===== config.mk =====
export PLATFORM = sky130hd
export DESIGN_NAME = bcd_updown_counter
export DESIGN_NICKNAME = d
export VERILOG_FILES = /design/src/rtl/bcd_updown_counter.sv
export SDC_FILE = /design/constraint.sdc
export NUM_CORES = 1
export LEC_CHECK = 0
export BUFFER_PORTS_ARGS = -buffer_cell sky130_fd_sc_hd__buf_4
export CAP_MARGIN = 20
export CORE_MARGIN = 2
export CORE_UTILIZATION = 46
export CTS_BUF_LIST = sky130_fd_sc_hd__clkbuf_16
export DETAILED_ROUTE_END_ITERATION = 8
export PLACE_DENSITY = 0.81
export SLEW_MARGIN = 5
export SYNTH_ARGS = -nofsm -noshare
export SYNTH_HDL_FRONTEND = slang
export SYNTH_SLANG_ARGS = --single-unit

===== constraint.sdc =====
create_clock -name clk -period 1.4 [get_ports clk]
set_input_delay 0.07 -clock clk [delete_from_list [all_inputs] [get_ports clk]]
set_output_delay 0.07 -clock clk [all_outputs]
set_load 0.02 [all_outputs]

===== src/rtl/bcd_updown_counter.sv =====
// rtl/bcd_updown_counter.sv - multi-decade up/down BCD counter with load, wrap/saturate and terminal count
// Optional compare output (cmp_val/match) enabled by defining BCD_CNT_MATCH_EN.
module bcd_updown_counter #(
    parameter int DIGITS = 2,
    parameter int WRAP   = 1
) (
    input  logic                  clk,
    input  logic                  reset,
    input  logic                  en,
    input  logic                  up,
    input  logic                  load,
    input  logic [4*DIGITS-1:0]   load_val,
`ifdef BCD_CNT_MATCH_EN
    input  logic [4*DIGITS-1:0]   cmp_val,
    output logic                  match,
`endif
    output logic [4*DIGITS-1:0]   count,
    output logic                  tc,
    output logic [DIGITS-1:0]     digit_wrap,
    output logic                  err
);

    logic [4*DIGITS-1:0] step_val;
    logic [DIGITS-1:0]   step_wrap;
    logic                carry;
    logic                at_max;
    logic                at_min;
    logic                at_bound;
    logic                load_ok;
    logic [3:0]          d;

    // Ripple a single carry/borrow up through the decades: a digit steps only
    // while every lower digit rolled over on this same edge.
    always_comb begin
        step_val  = count;
        step_wrap = '0;
        carry     = 1'b1;
        at_max    = 1'b1;
        at_min    = 1'b1;
        load_ok   = 1'b1;
        d         = 4'd0;
        for (int i = 0; i < DIGITS; i++) begin
            d = count[4*i +: 4];
            if (d != 4'd9) at_max = 1'b0;
            if (d != 4'd0) at_min = 1'b0;
            if (load_val[4*i +: 4] > 4'd9) load_ok = 1'b0;
            if (carry) begin
                if (up) begin
                    if (d == 4'd9) begin
                        step_val[4*i +: 4] = 4'd0;
                        step_wrap[i]       = 1'b1;
                    end else begin
                        step_val[4*i +: 4] = d + 4'd1;
                        carry              = 1'b0;
                    end
                end else begin
                    if (d == 4'd0) begin
                        step_val[4*i +: 4] = 4'd9;
                        step_wrap[i]       = 1'b1;
                    end else begin
                        step_val[4*i +: 4] = d - 4'd1;
                        carry              = 1'b0;
                    end
                end
            end
        end
        at_bound = up ? at_max : at_min;
    end

    assign tc = en & ~load & at_bound;

    always_ff @(posedge clk) begin
        if (!reset) begin
            count      <= '0;
            digit_wrap <= '0;
            err        <= 1'b0;
        end else begin
            digit_wrap <= '0;
            if (load) begin
                if (load_ok) count <= load_val;
                else         err   <= 1'b1;
            end else if (en) begin
                // In saturate mode the bound is sticky: no step, no wrap strobe.
                if (!at_bound || (WRAP != 0)) begin
                    count      <= step_val;
                    digit_wrap <= step_wrap;
                end
            end
        end
    end

`ifdef BCD_CNT_MATCH_EN
    assign match = reset & (count == cmp_val);
`endif

endmodule


Word level (Yosys, flattened, before mapping)
Cells that the tools add are included.
- bits of input ports: 13
- bits in registers: 11
- output and inout bits: 12
- logic and storage cells: 57
- add/sub/neg operators: 4
- magnitude comparators: 2
- bitwise operators: 7
- reductions and logical operators: 11
- equality and inequality tests: 5
- multiplexer cells: 23
- operators with widths (kind ; count):
    $mux 4 ; 7
    $mux 8 ; 3
    $mux 1 ; 13
    $add 4x1->4 const B ; 2
    $eq 4x4->1 const B ; 2
    $gt 4x4->1 const B ; 2
    $logic_not 4->1 ; 2
    $ne 4x4->1 const B ; 2
    $reduce_bool 4->1 ; 2
    $sub 4x1->4 const B ; 2
    $not 1->1 ; 5
    $reduce_and 2->1 ; 2
    $reduce_bool 2->1 ; 2
    $reduce_or 4->1 ; 1
    $reduce_and 3->1 ; 1
    $reduce_or 3->1 ; 1
    $and 1x1->1 ; 2
    $ne 2x1->1 const B ; 1

Depth between registers and ports, before layout
Gate-level depths: netlist of run 1.
- word-level depth: 6
- gate-level depth with buffers: 6
- depth with buffers taken out: 4

Least setup slack after synthesis of run 1
OpenSTA, ideal clock, no wires.
- kind: register -> register
- start point: register count[1]
- end point: register count[4]
- path buffers: 1
- data required time: 1.280 ns
- clock period less this slack: 1.524 ns
- arrival: 1.405 ns
- slack: -0.124 ns
- library setup time: 0.120 ns
- stages on the path, launching flop included: 6
- cell sequence: dfxtp_1 -> buf_6 -> nor4b_4 -> o21ai_2 -> and3_1 -> o31a_1
- cells in the longest elaborated chain, start to end: 5
- elaborated cells between the ends (all ways): 7
- classes of those cells: 1 x eq/ne; 3 x mux; 3 x reduce/logical
- ends and longest elaborated chain (what ; line ; text):
    start, declared ; 17 ; output logic [4*DIGITS-1:0] count,
    start signal, assigned ; 80 ; if (load_ok) count <= load_val;
    start signal, assigned ; 85 ; count <= step_val;
    $eq 4x4->1 / $logic_not 4->1 (equally long branches) ; 49, 57 ;
    $mux 1, on equally long branches ; 49, 57 ;
    $mux 1 * ; 48 ; if (up) begin
    $reduce_bool 2->1 (no line) * ; -- ;
    $reduce_and 3->1 (no line) * ; -- ;
Mark *: on every way between the ends. The rest lies on a longest branch, timed or not.
A chain may end at the register's enable or synchronous reset.

Worst setup path in the final report of run 1
- start point: register count[0]
- end point: output tc
- cells in the longest elaborated chain, start to end: 5
- elaborated cells between the ends (all ways): 8
- classes of those cells: 1 x eq/ne; 5 x mux; 1 x bitwise; 1 x reduce/logical
- ends and longest elaborated chain (what ; line ; text):
    $ne 4x4->1 / $reduce_bool 4->1 (equally long branches) ; 44, 45 ;
    $mux 1, on equally long branches (2 in series) ; 44, 45 ;
    $mux 1 * ; 67 ; at_bound = up ? at_max : at_min;
    $and 1x1->1 * ; 70 ; assign tc = en & ~load & at_bound;
    end, declared ; 18 ; output logic tc,
Marked as above.

==> results of run 1 <==
## state kept, by name, indices dropped and copies added (netlist names)
signal and cells:
digit_wrap 2, count 8, err 1
## cell families (layout without fill, tap and decap cells)
kind of cell	Yosys count	after routing	share of synthesized area, %
DFF	11	11	23.6
and+or+nand+nor	42	42	28.5
xor gates and xnor gates	3	3	2.81
muxes	1	1	1.07
AOI/OAI and AO/OA	41	41	31.7
buffers and inverters	20	41	12.3
## power breakdown
part	switching (W)	internal, W	total (W)	leakage [nW]
sequential	0.0000544	0.000337	0.000391	0.0937
clock	0.000151	0.000376	0.000527	0.0423
combinational	0.000166	0.000161	0.000328	0.361
total	0.000372	0.000874	0.00125	0.497
## layer usage
layer  track usage (%)  part of all wire (%)  vias up  routed length (um)
met5                 0                     0        -                   0
li1                  -                     -      482                   -
met2              35.6                    48       49                1210
met1              30.5                    43      482                1100
met4              8.10                   1.8        0                  46
met3              5.21                   7.2        6                 183
## through the flow
stage	cells	worst slack [ns]	power, W	area [um^2]	util, %
after floorplan	118	0.00105	0.000612	950	-
final	166	-0.0459	0.00125	1210	62.6
after global routing	166	-0.0985	0.00129	1210	62.6
after CTS	165	-0.0574	0.00123	1200	61.7
after global placement	159	0.0474	0.000687	1090	56.3
after detailed placement	159	0.0113	0.000697	1090	56.3
## worst min-delay path by stage
stage	end	slack, ns	cells past startpoint
final	count[0]	0.10	3
after global routing	count[4]	0.14	2
after CTS	count[0]	0.11	3
after detailed placement	count[0]	0.35	3
after global placement	count[0]	0.35	3
after floorplan	count[0]	0.23	2
## cell usage after synthesis, drive strengths merged
library cell / n
a22oi: 1
dfxtp: 11
nor2: 8
or2: 2
nor2b: 2
nand3b: 1
nor3b: 1
nand2b: 1
and3b: 1
a221oi: 2
nand2: 2
a32oi: 1
a31o: 1
o21bai: 3
clkbuf: 3
a221o: 1
a311oi: 1
a211oi: 2
buf: 10
a21boi: 1
nand4: 4
a31oi: 2
o31ai: 3
o31a: 1
mux2i: 1
o311ai: 1
nand3: 5
xnor2: 3
a32o: 1
o41ai: 1
nor4: 1
a21oi: 5
a21o: 1
inv: 7
nor3: 7
and2: 2
nor4b: 1
o21ai: 12
a311o: 1
and3: 4
## critical path: stages, from the launching register on
cell	delay (ns)
dfxtp_4	0.36
or2_4	0.26
o41ai_2	0.18
and3_2	0.20
buf_4	0.13
## placed cells by master, fill, tap and decap left out, types with 3 or more instances in the layout
cell type / instances
o21ai_0: 9
a21oi_1: 4
xnor2_1: 3
o21bai_1: 3
nor3_1: 7
o31ai_1: 3
buf_4: 30
dfxtp_1: 5
nand4_1: 4
and3_1: 3
clkbuf_16: 3
inv_1: 8
nand3_1: 5
dfxtp_4: 4
nor2_1: 8
## layout make-up
| type | instances | area [um^2] | share of cell area (%) |
|---|---|---|---|
| Sequential cell | 11 | 238 | 19.6 |
| Inverter | 7 | 26.3 | 2.16 |
| Tap cell | 27 | 33.8 | 2.78 |
| Multi-Input combinational cell | 87 | 613 | 50.5 |
| Clock inverter | 1 | 3.75 | 0.309 |
| Timing Repair Buffer | 30 | 225 | 18.5 |
| Clock buffer | 3 | 75.1 | 6.18 |
## repair_timing
action	4_1_cts	5_1_grt
resized for setup	3	4
pin swaps	1	1
endpoints found under the hold margin	0	0
setup buffers	2	1
endpoints found under the setup margin	5	7
==> key figures, run 1 <==
Floorplanning
  • Die area: 2410 um^2
  • Die Y: 49.1 um
  • Die width: 49.1 um
  • Row count: 16
  • Initial Util: 48.1%
  • Core box area: 1940 um^2
  • IO Pins: 25

Route
  • DRT Pass-1 Iters: 4
  • Routed len/inst: 15.3 um
  • Final ANT Viol Nets: 0
  • Post-route DRC: 0
  • DRT Wirelength: 2540 um
  • Routed via count: 1,019
  • Via density: 6.14
  • Initial DRC Count: 31

Timing
  • Worst slew pin tran: 0.590 ns
  • Crit path time final: 1.45 ns
  • PnR worst setup slack: -0.0459 ns
  • Final setup viols: 5
  • Max Slew Vio Count: 0
  • Final hold slack: 0.105 ns
  • RSZ-0062 raised after global routing: true
  • Max transition margin: 60.5%
  • Setup tns final: -0.148 ns
  • Tcrit/Tclk final: 103%
  • Final Skew: 0.00252 ns
  • Fmax: 692 MHz
  • Final Hold Viols: 0

CTS
  • Clock latency on the worst-skew pair: 0.24 ns
  • CTS Sinks: 11
  • H-tree depth: 1
  • Maximum clock insertion buffer count: 2
  • Clock Tree Root: clkbuf_16
  • Num CTS Buffers: 3
  • Clock-pin slew on the worst setup and hold paths: 0.04 ns
  • TritonCTS clock tree: yes
  • CTS Hold Bufs: 0

Worst hold path
  • HP Class: in -> reg
  • Hold path start: load_val[0]

Power and ir drop
  • Leakage: 0.497 nW
  • Cell Pwr Density: 1030 nW/um^2
  • Max VDD drop: 0.699 mV

Global routing
  • Grt total ovfl: 0
  • Antenna violations before repair: 0
  • First-pass GRT wire length: 4260 um
  • Largest net degree at the start of global routing: 21
  • All-layer global routing usage: 22.8%
  • Vias in the first global route: 922

Status
  • Failing checks: negative setup slack
  • Status: complete, but fails checks

Critical path
  • CP Max Fanout: 7
  • WS Path Type: reg -> out
  • RR Endpoint: count[7]
  • WP data arrival: 1.38 ns
  • Worst reg2reg setup slack: -0.04 ns
  • Setup crit end: tc
  • Worst setup path startpoint: count[0]
  • Type of origin of the critical path: flop
  • FF-to-FF path depth: 4
  • CP required: 1.33 ns
  • Crit end category: output pin
  • Worst reg2reg startpoint: count[2]

Cells and area
  • Layout cells sized above 1: 37.4%
  • Layout net count: 153
  • Fill cell count: 162
  • Diodes inserted: 0
  • Area Overhead vs Synth: 30.0%

Logic synthesis
  • Distinct cell type count of the synthesized netlist: 47
  • Yosys reg bits: 11
  • Yosys warns: 0
  • Synth Instances: 118
  • Ranking of synthesized cells by area: dfxtp_1 24%, o21ai_0 4.8%, nor3_1 3.7%, buf_6 3.6%, a221oi_2 3.2%
  • Synthesized area: 935 um^2
  • Share of the synthesized area in the top cell type: 23.6%
  • Syn nets: 131
  • Syn avg cell area: 7.92 um^2
  • Area leader, netlist: dfxtp_1
  • Sequential fraction of the synthesis area: 23.6%

Placement
  • Routability Congestion: 0.791
  • Buffers on Ports: 24
  • Hpwl dp: 1630 um

Flow run
  • Max Cap Viol: 0
Power figures use the tool's default switching activity.
==> inputs of run 2 (changes only) <==
--- a/config.mk
+++ b/config.mk
@@ -8,10 +8,12 @@
 export BUFFER_PORTS_ARGS = -buffer_cell sky130_fd_sc_hd__buf_4
 export CAP_MARGIN = 20
 export CORE_MARGIN = 2
-export CORE_UTILIZATION = 46
-export CTS_BUF_LIST = sky130_fd_sc_hd__clkbuf_16
+export CORE_UTILIZATION = 48
+export CTS_BUF_LIST = sky130_fd_sc_hd__clkbuf_8
 export DETAILED_ROUTE_END_ITERATION = 8
-export PLACE_DENSITY = 0.81
+export GPL_TIMING_DRIVEN = 1
+export PLACE_DENSITY = 0.84
+export SKIP_CTS_REPAIR_TIMING = 1
 export SLEW_MARGIN = 5
 export SYNTH_ARGS = -nofsm -noshare
 export SYNTH_HDL_FRONTEND = slang
==> run 2 against run 1 <==
Against the previous run:
- the run still ends with negative setup slack left
- cell count decreased by 2.4%
- worst setup slack got worse by 0.031 ns
- register-to-register slack improved by 0.04 ns
- combinational power decreased by 2%
- critical endpoint unchanged
==> key figures, run 2 (same netlist as run 1, synthesis figures left out) <==
Placement
  • Buffers on Ports: 24 (unchanged)
  • Hpwl dp: 1680 um (was 1630 um)
  • Routability Congestion: 0.813 (was 0.791)
  • Inst Count DP: 157 (was 159)
  • Worst slack, placed: -0.00267 ns (was 0.0113 ns)

Cells and area
  • Layout net count: 151 (was 153)
  • Fill cell count: 143 (was 162)
  • Regs by FF count: count x8, digit_wrap x2, err x1 (unchanged)
  • Max reg flops: 8 (unchanged)
  • Biggest register: count (unchanged)
  • Commonest non-fill, non-tap cell in the layout: buf_4 (unchanged)
  • Area Overhead vs Synth: 26.2% (was 30.0%)
  • Leading cell types in the layout, fill and taps excluded: 26 x buf_4, 9 x o21ai_0, 8 x nor2_1, 8 x inv_1, 7 x nor3_1 (was 30 x buf_4, 9 x o21ai_0, 8 x nor2_1, 8 x inv_1, 7 x nor3_1)
  • Non-Filler Instances: 162 (was 166)
  • Diodes inserted: 0 (unchanged)
  • Layout cells sized above 1: 36.5% (was 37.4%)
  • Final core utilization: 66.2% (was 62.6%)

Route
  • Routed len/inst: 15.4 um (was 15.3 um)
  • Via density: 6.11 (was 6.14)
  • Post-route DRC: 0 (unchanged)
  • DRT Pass-1 Iters: 4 (unchanged)
  • DRT Wirelength: 2490 um (was 2540 um)
  • Final ANT Viol Nets: 0 (unchanged)
  • Initial DRC Count: 34 (was 31)
  • Routed via count: 990 (was 1,019)

Critical path
  • Worst reg2reg startpoint: count[2] (unchanged)
  • Type of origin of the critical path: flop (unchanged)
  • Crit end category: output pin (unchanged)
  • RR Endpoint: count[5] (was count[7])
  • WP data arrival: 1.41 ns (was 1.38 ns)
  • WS Path Type: reg -> out (unchanged)
  • Worst reg2reg setup slack: 0 ns (was -0.04 ns)
  • FF-to-FF path depth: 4 (unchanged)
  • CP required: 1.33 ns (about the same)
  • CP Max Fanout: 7 (unchanged)

Floorplanning
  • Die width: 48.1 um (was 49.1 um)
  • Die area: 2320 um^2 (was 2410 um^2)
  • Die Y: 48.1 um (was 49.1 um)
  • IO Pins: 25 (unchanged)
  • Row count: 15 (was 16)
  • Initial Util: 52.4% (was 48.1%)
  • Core box area: 1780 um^2 (was 1940 um^2)

Global routing
  • All-layer global routing usage: 24.0% (was 22.8%)
  • Antenna violations before repair: 0 (unchanged)
  • Largest net degree at the start of global routing: 21 (unchanged)
  • Vias in the first global route: 842 (was 922)
  • First-pass GRT wire length: 3910 um (was 4260 um)
  • Grt total ovfl: 0 (unchanged)

Worst hold path
  • Hold EP: count[0] (unchanged)
  • Hold path start: load_val[0] (unchanged)
  • Hold Path Cell Cnt: 3 (unchanged)
  • HP Class: in -> reg (unchanged)

Power and ir drop
  • Cell Pwr Density: 880 nW/um^2 (was 1030 nW/um^2)
  • Max VDD drop: 0.721 mV (was 0.699 mV)
  • Leakage: 0.472 nW (was 0.497 nW)

Timing
  • Max transition margin: 62.7% (was 60.5%)
  • Worst slew pin tran: 0.557 ns (was 0.590 ns)
  • Final Skew: 0.00670 ns (was 0.00252 ns)
  • Final Hold Viols: 0 (unchanged)
  • Fmax: 677 MHz (was 692 MHz)
  • Max Slew Vio Count: 0 (unchanged)
  • Final setup viols: 1 (was 5)
  • RSZ-0062 raised after global routing: true (unchanged)
  • Tcrit/Tclk final: 105% (was 103%)
  • Crit path time final: 1.48 ns (was 1.45 ns)
  • PnR worst setup slack: -0.0766 ns (was -0.0459 ns)

CTS
  • Clock Tree Root: clkbuf_8 (was clkbuf_16)
  • TritonCTS clock tree: yes (unchanged)
  • Clock latency on the worst-skew pair: 0.25 ns (was 0.24 ns)
  • CTS Sinks: 11 (unchanged)
  • Maximum clock insertion buffer count: 2 (unchanged)
  • Clock-pin slew on the worst setup and hold paths: 0.05 ns (was 0.04 ns)
  • Num CTS Buffers: 3 (unchanged)
  • H-tree depth: 1 (unchanged)

Status
  • Status: complete, but fails checks (unchanged)
  • Failing checks: negative setup slack (unchanged)

Flow run
  • Max Cap Viol: 0 (unchanged)
run 2: area by class of cell:
| class | instances | area, um^2 | area share (%) |
|---|---|---|---|
| well taps | 25 | 31.3 | 2.65 |
| repair buffers | 28 | 211 | 17.9 |
| inverters | 7 | 26.3 | 2.23 |
| clock buffers | 3 | 41.3 | 3.50 |
| multi-input cells | 87 | 624 | 52.9 |
| clock inverters | 1 | 3.75 | 0.318 |
| flip-flops and latches | 11 | 241 | 20.5 |
run 2: where the power goes:
group	leakage (nW)	switching (W)	internal, W
Sequential	0.0945	0.0000588	0.000336
Combinational	0.350	0.000162	0.000158
Clock	0.0269	0.000130	0.000193
run 2: worst max-delay path by stage:
stage	slack [ns]	from	end
final	-0.08	count[0]	tc
after global routing	-0.12	count[0]	tc
after CTS	-0.17	count[4]	tc
after detailed placement	-0.003	count[4]	count[5]
after global placement	0.06	count[2]	count[4]
after floorplan	0.001	count[6]	count[6]
run 2: routing by layer:
layer | wire (um) | share of wire (%) | global-route usage, %
met4 | 44 | 1.8 | 8.11
met2 | 1230 | 49 | 36.5
met3 | 103 | 4.1 | 4.44
met1 | 1110 | 45 | 33.9
met5 | 0 | 0 | 0
run 2: worst max-delay path, cell delays in order, from the launching register on:
cell	delay (ns)
dfxtp_4	0.37
or2_4	0.26
o41ai_4	0.21
and3_4	0.22
buf_6	0.11
run 2: through the flow:
stage	setup TNS (ns)	hold WS, ns	total power, W	area, um^2
after detailed placement	-0.00267	0.361	0.000698	1090
after global placement	0	0.354	0.000688	1090
after floorplan	0	0.228	0.000612	950
after global routing	-0.434	0.118	0.00108	1180
after CTS	-0.186	0.111	0.00102	1130
final	-0.0766	0.105	0.00104	1180
==> inputs of run 3 (changes only) <==
--- a/config.mk
+++ b/config.mk
@@ -5,14 +5,14 @@
 export SDC_FILE = /design/constraint.sdc
 export NUM_CORES = 1
 export LEC_CHECK = 0
-export BUFFER_PORTS_ARGS = -buffer_cell sky130_fd_sc_hd__buf_4
 export CAP_MARGIN = 20
 export CORE_MARGIN = 2
-export CORE_UTILIZATION = 48
+export CORE_UTILIZATION = 55
 export CTS_BUF_LIST = sky130_fd_sc_hd__clkbuf_8
 export DETAILED_ROUTE_END_ITERATION = 8
+export DONT_BUFFER_PORTS = 1
 export GPL_TIMING_DRIVEN = 1
-export PLACE_DENSITY = 0.84
+export PLACE_DENSITY = 0.8
 export SKIP_CTS_REPAIR_TIMING = 1
 export SLEW_MARGIN = 5
 export SYNTH_ARGS = -nofsm -noshare
==> run 3 against run 2 <==
Against the previous run:
- the run ends with negative hold slack, negative setup slack left
- count of clock-buffer cells in the layout is the same
- total power shrank 2.5%
- flip-flop and latch count is the same
- wire length grew 18%
- first-iteration DRC count grew 5.9%
- non-clock buffer count shrank 9
- sequential power is essentially flat
- via count grew 5.2%
- global-route usage grew 2.4 points
- sequential share of layout area grew 1.0 points
- utilization grew 6.8 points
- die area shrank 12%
==> key figures, run 3 (same netlist as run 1, synthesis figures left out) <==
Power and ir drop
  • Leakage: 0.430 nW (was 0.472 nW)
  • Max VDD drop: 0.688 mV (was 0.721 mV)
  • Cell Pwr Density: 900 nW/um^2 (was 880 nW/um^2)

Global routing
  • All-layer global routing usage: 26.3% (was 24.0%)
  • First-pass GRT wire length: 3920 um (was 3910 um)
  • Grt total ovfl: 0 (unchanged)
  • Antenna violations before repair: 0 (unchanged)
  • Largest net degree at the start of global routing: 21 (unchanged)
  • Vias in the first global route: 865 (was 842)

Critical path
  • WS Path Type: reg -> reg (was reg -> out)
  • Slowest CP cell: dfxtp_4 (unchanged)
  • Type of origin of the critical path: flop (unchanged)
  • CP Buf/Inv Count: 0 (was 1)
  • Largest delay contributor family on the critical path: simple AND/OR/NAND/NOR gates (unchanged)
  • Largest stage delay on the critical path: 0.38 ns (was 0.37 ns)
  • Crit-path cells: nor4b_4 > o21ai_4 > and3_4 > o31a_1 (was or2_4 > o41ai_4 > and3_4 > buf_6)
  • Worst reg2reg startpoint: count[2] (unchanged)
  • Worst setup path startpoint: count[2] (was count[0])
  • CP Max Fanout: 7 (unchanged)
  • WP data arrival: 1.55 ns (was 1.41 ns)
  • CP required: 1.53 ns (was 1.33 ns)
  • Crit end category: flop (was output pin)

Cells and area
  • Biggest register: count (unchanged)
  • Max reg flops: 8 (unchanged)
  • Commonest non-fill, non-tap cell in the layout: buf_4 (unchanged)
  • Regs by FF count: count x8, digit_wrap x2, err x1 (unchanged)
  • Diodes inserted: 0 (unchanged)
  • Leading cell types in the layout, fill and taps excluded: 15 x buf_4, 9 x o21ai_0, 8 x nor2_1, 8 x inv_1, 7 x nor3_1 (was 26 x buf_4, 9 x o21ai_0, 8 x nor2_1, 8 x inv_1, 7 x nor3_1)
  • Layout net count: 142 (was 151)
  • Fill cell count: 95 (was 143)
  • Non-Filler Instances: 144 (was 162)
  • Area Overhead vs Synth: 20.3% (was 26.2%)
  • Layout cells sized above 1: 32.8% (was 36.5%)

Floorplanning
  • Die area: 2050 um^2 (was 2320 um^2)
  • Die width: 45.2 um (was 48.1 um)
  • Initial Util: 60.6% (was 52.4%)
  • IO Pins: 25 (unchanged)
  • Core box area: 1540 um^2 (was 1780 um^2)
  • Row count: 14 (was 15)
  • Die Y: 45.2 um (was 48.1 um)

CTS
  • Clock-pin slew on the worst setup and hold paths: 0.05 ns (about the same)
  • Maximum clock insertion buffer count: 2 (unchanged)
  • Num CTS Buffers: 3 (unchanged)
  • Clock latency on the worst-skew pair: 0.24 ns (was 0.25 ns)
  • Clock Tree Root: clkbuf_8 (unchanged)
  • CTS Sinks: 11 (unchanged)
  • H-tree depth: 1 (unchanged)
  • TritonCTS clock tree: yes (unchanged)

Placement
  • Inst Count DP: 132 (was 157)
  • Routability Congestion: 0.799 (was 0.813)
  • Hpwl dp: 1700 um (was 1680 um)
  • Buffers on Ports: 0 (was 24)

Status
  • Failing checks: negative hold slack, negative setup slack (was negative setup slack)
  • Status: complete, but fails checks (unchanged)

Worst hold path
  • Hold path start: load_val[0] (unchanged)
  • HP Class: in -> reg (unchanged)

Timing
  • Final Hold Viols: 2 (was 0)
  • Tcrit/Tclk final: 102% (was 105%)
  • Max transition margin: 58.9% (was 62.7%)
  • Fmax: 703 MHz (was 677 MHz)
  • Final Skew: 0.00390 ns (was 0.00670 ns)
  • Final hold slack: -0.0119 ns (was 0.105 ns)
  • PnR worst setup slack: -0.0232 ns (was -0.0766 ns)
  • Worst slew pin tran: 0.614 ns (was 0.557 ns)
  • Crit path time final: 1.42 ns (was 1.48 ns)
  • Final setup viols: 6 (was 1)
  • RSZ-0062 raised after global routing: true (unchanged)
  • Max Slew Vio Count: 0 (unchanged)

Route
  • Routed via count: 1,041 (was 990)
  • DRT Wirelength: 2930 um (was 2490 um)
  • Post-route DRC: 0 (unchanged)
  • Final ANT Viol Nets: 0 (unchanged)
  • Routed len/inst: 20.4 um (was 15.4 um)
  • Initial DRC Count: 36 (was 34)
  • Via density: 7.23 (was 6.11)
  • DRT Pass-1 Iters: 4 (unchanged)

Flow run
  • Max Cap Viol: 0 (unchanged)
==> run 3: final cells by class <==
class                           count  area [um^2]  area share (%)
Multi-Input combinational cell     87          634            56.4
Timing Repair Buffer               19          158            14.0
Tap cell                           16         20.0            1.78
Sequential cell                    11          241            21.5
Clock inverter                      1         3.75           0.334
Inverter                            7         26.3            2.34
Clock buffer                        3         41.3            3.67
==> run 3: where the power goes <==
group	leakage, nW	switching [W]	internal [W]
Combinational	0.309	0.000159	0.000147
Sequential	0.0945	0.0000561	0.000336
Clock	0.0269	0.000122	0.000193
==> run 3: stage by stage <==
stage | cell area [um^2] | power [W] | utilization [%] | TNS (ns) | worst slack, ns
after floorplan | 950 | 0.000612 | - | 0 | 0.00105
after global placement | 971 | 0.000639 | 63.0 | 0 | 0.0102
after detailed placement | 971 | 0.000651 | 63.0 | 0 | 0.00473
after CTS | 1020 | 0.000956 | 65.9 | -0.160 | -0.159
after global routing | 1120 | 0.00106 | 73.0 | -0.236 | -0.0479
final | 1120 | 0.00101 | 73.0 | -0.0762 | -0.0232
==> run 3: path summary, 6_finish.rpt <==
kind / cells after the start / end / slack, ns
setup / recovery: 4 / count[4] / -0.02
hold / removal: 2 / count[0] / -0.01
setup reg to reg: 4 / count[4] / -0.02
hold reg to reg: 2 / count[6] / 0.59
==> run 3: per-layer routing <==
layer  GRT usage (%)  up-vias  part of all wire, %  routed length, um
met1            36.2      498                   40               1180
met5               0        -                    0                  0
met2            39.1       64                   47               1390
met3            5.60       19                  7.6                223
met4            12.4        0                  4.8                141
li1                -      460                    -                  -
==> run 3: worst reg2reg max path, cell delays in order, from the launching register on <==
cell,delay (ns)
dfxtp_4,0.38
nor4b_4,0.37
o21ai_4,0.15
and3_4,0.18
o31a_1,0.23
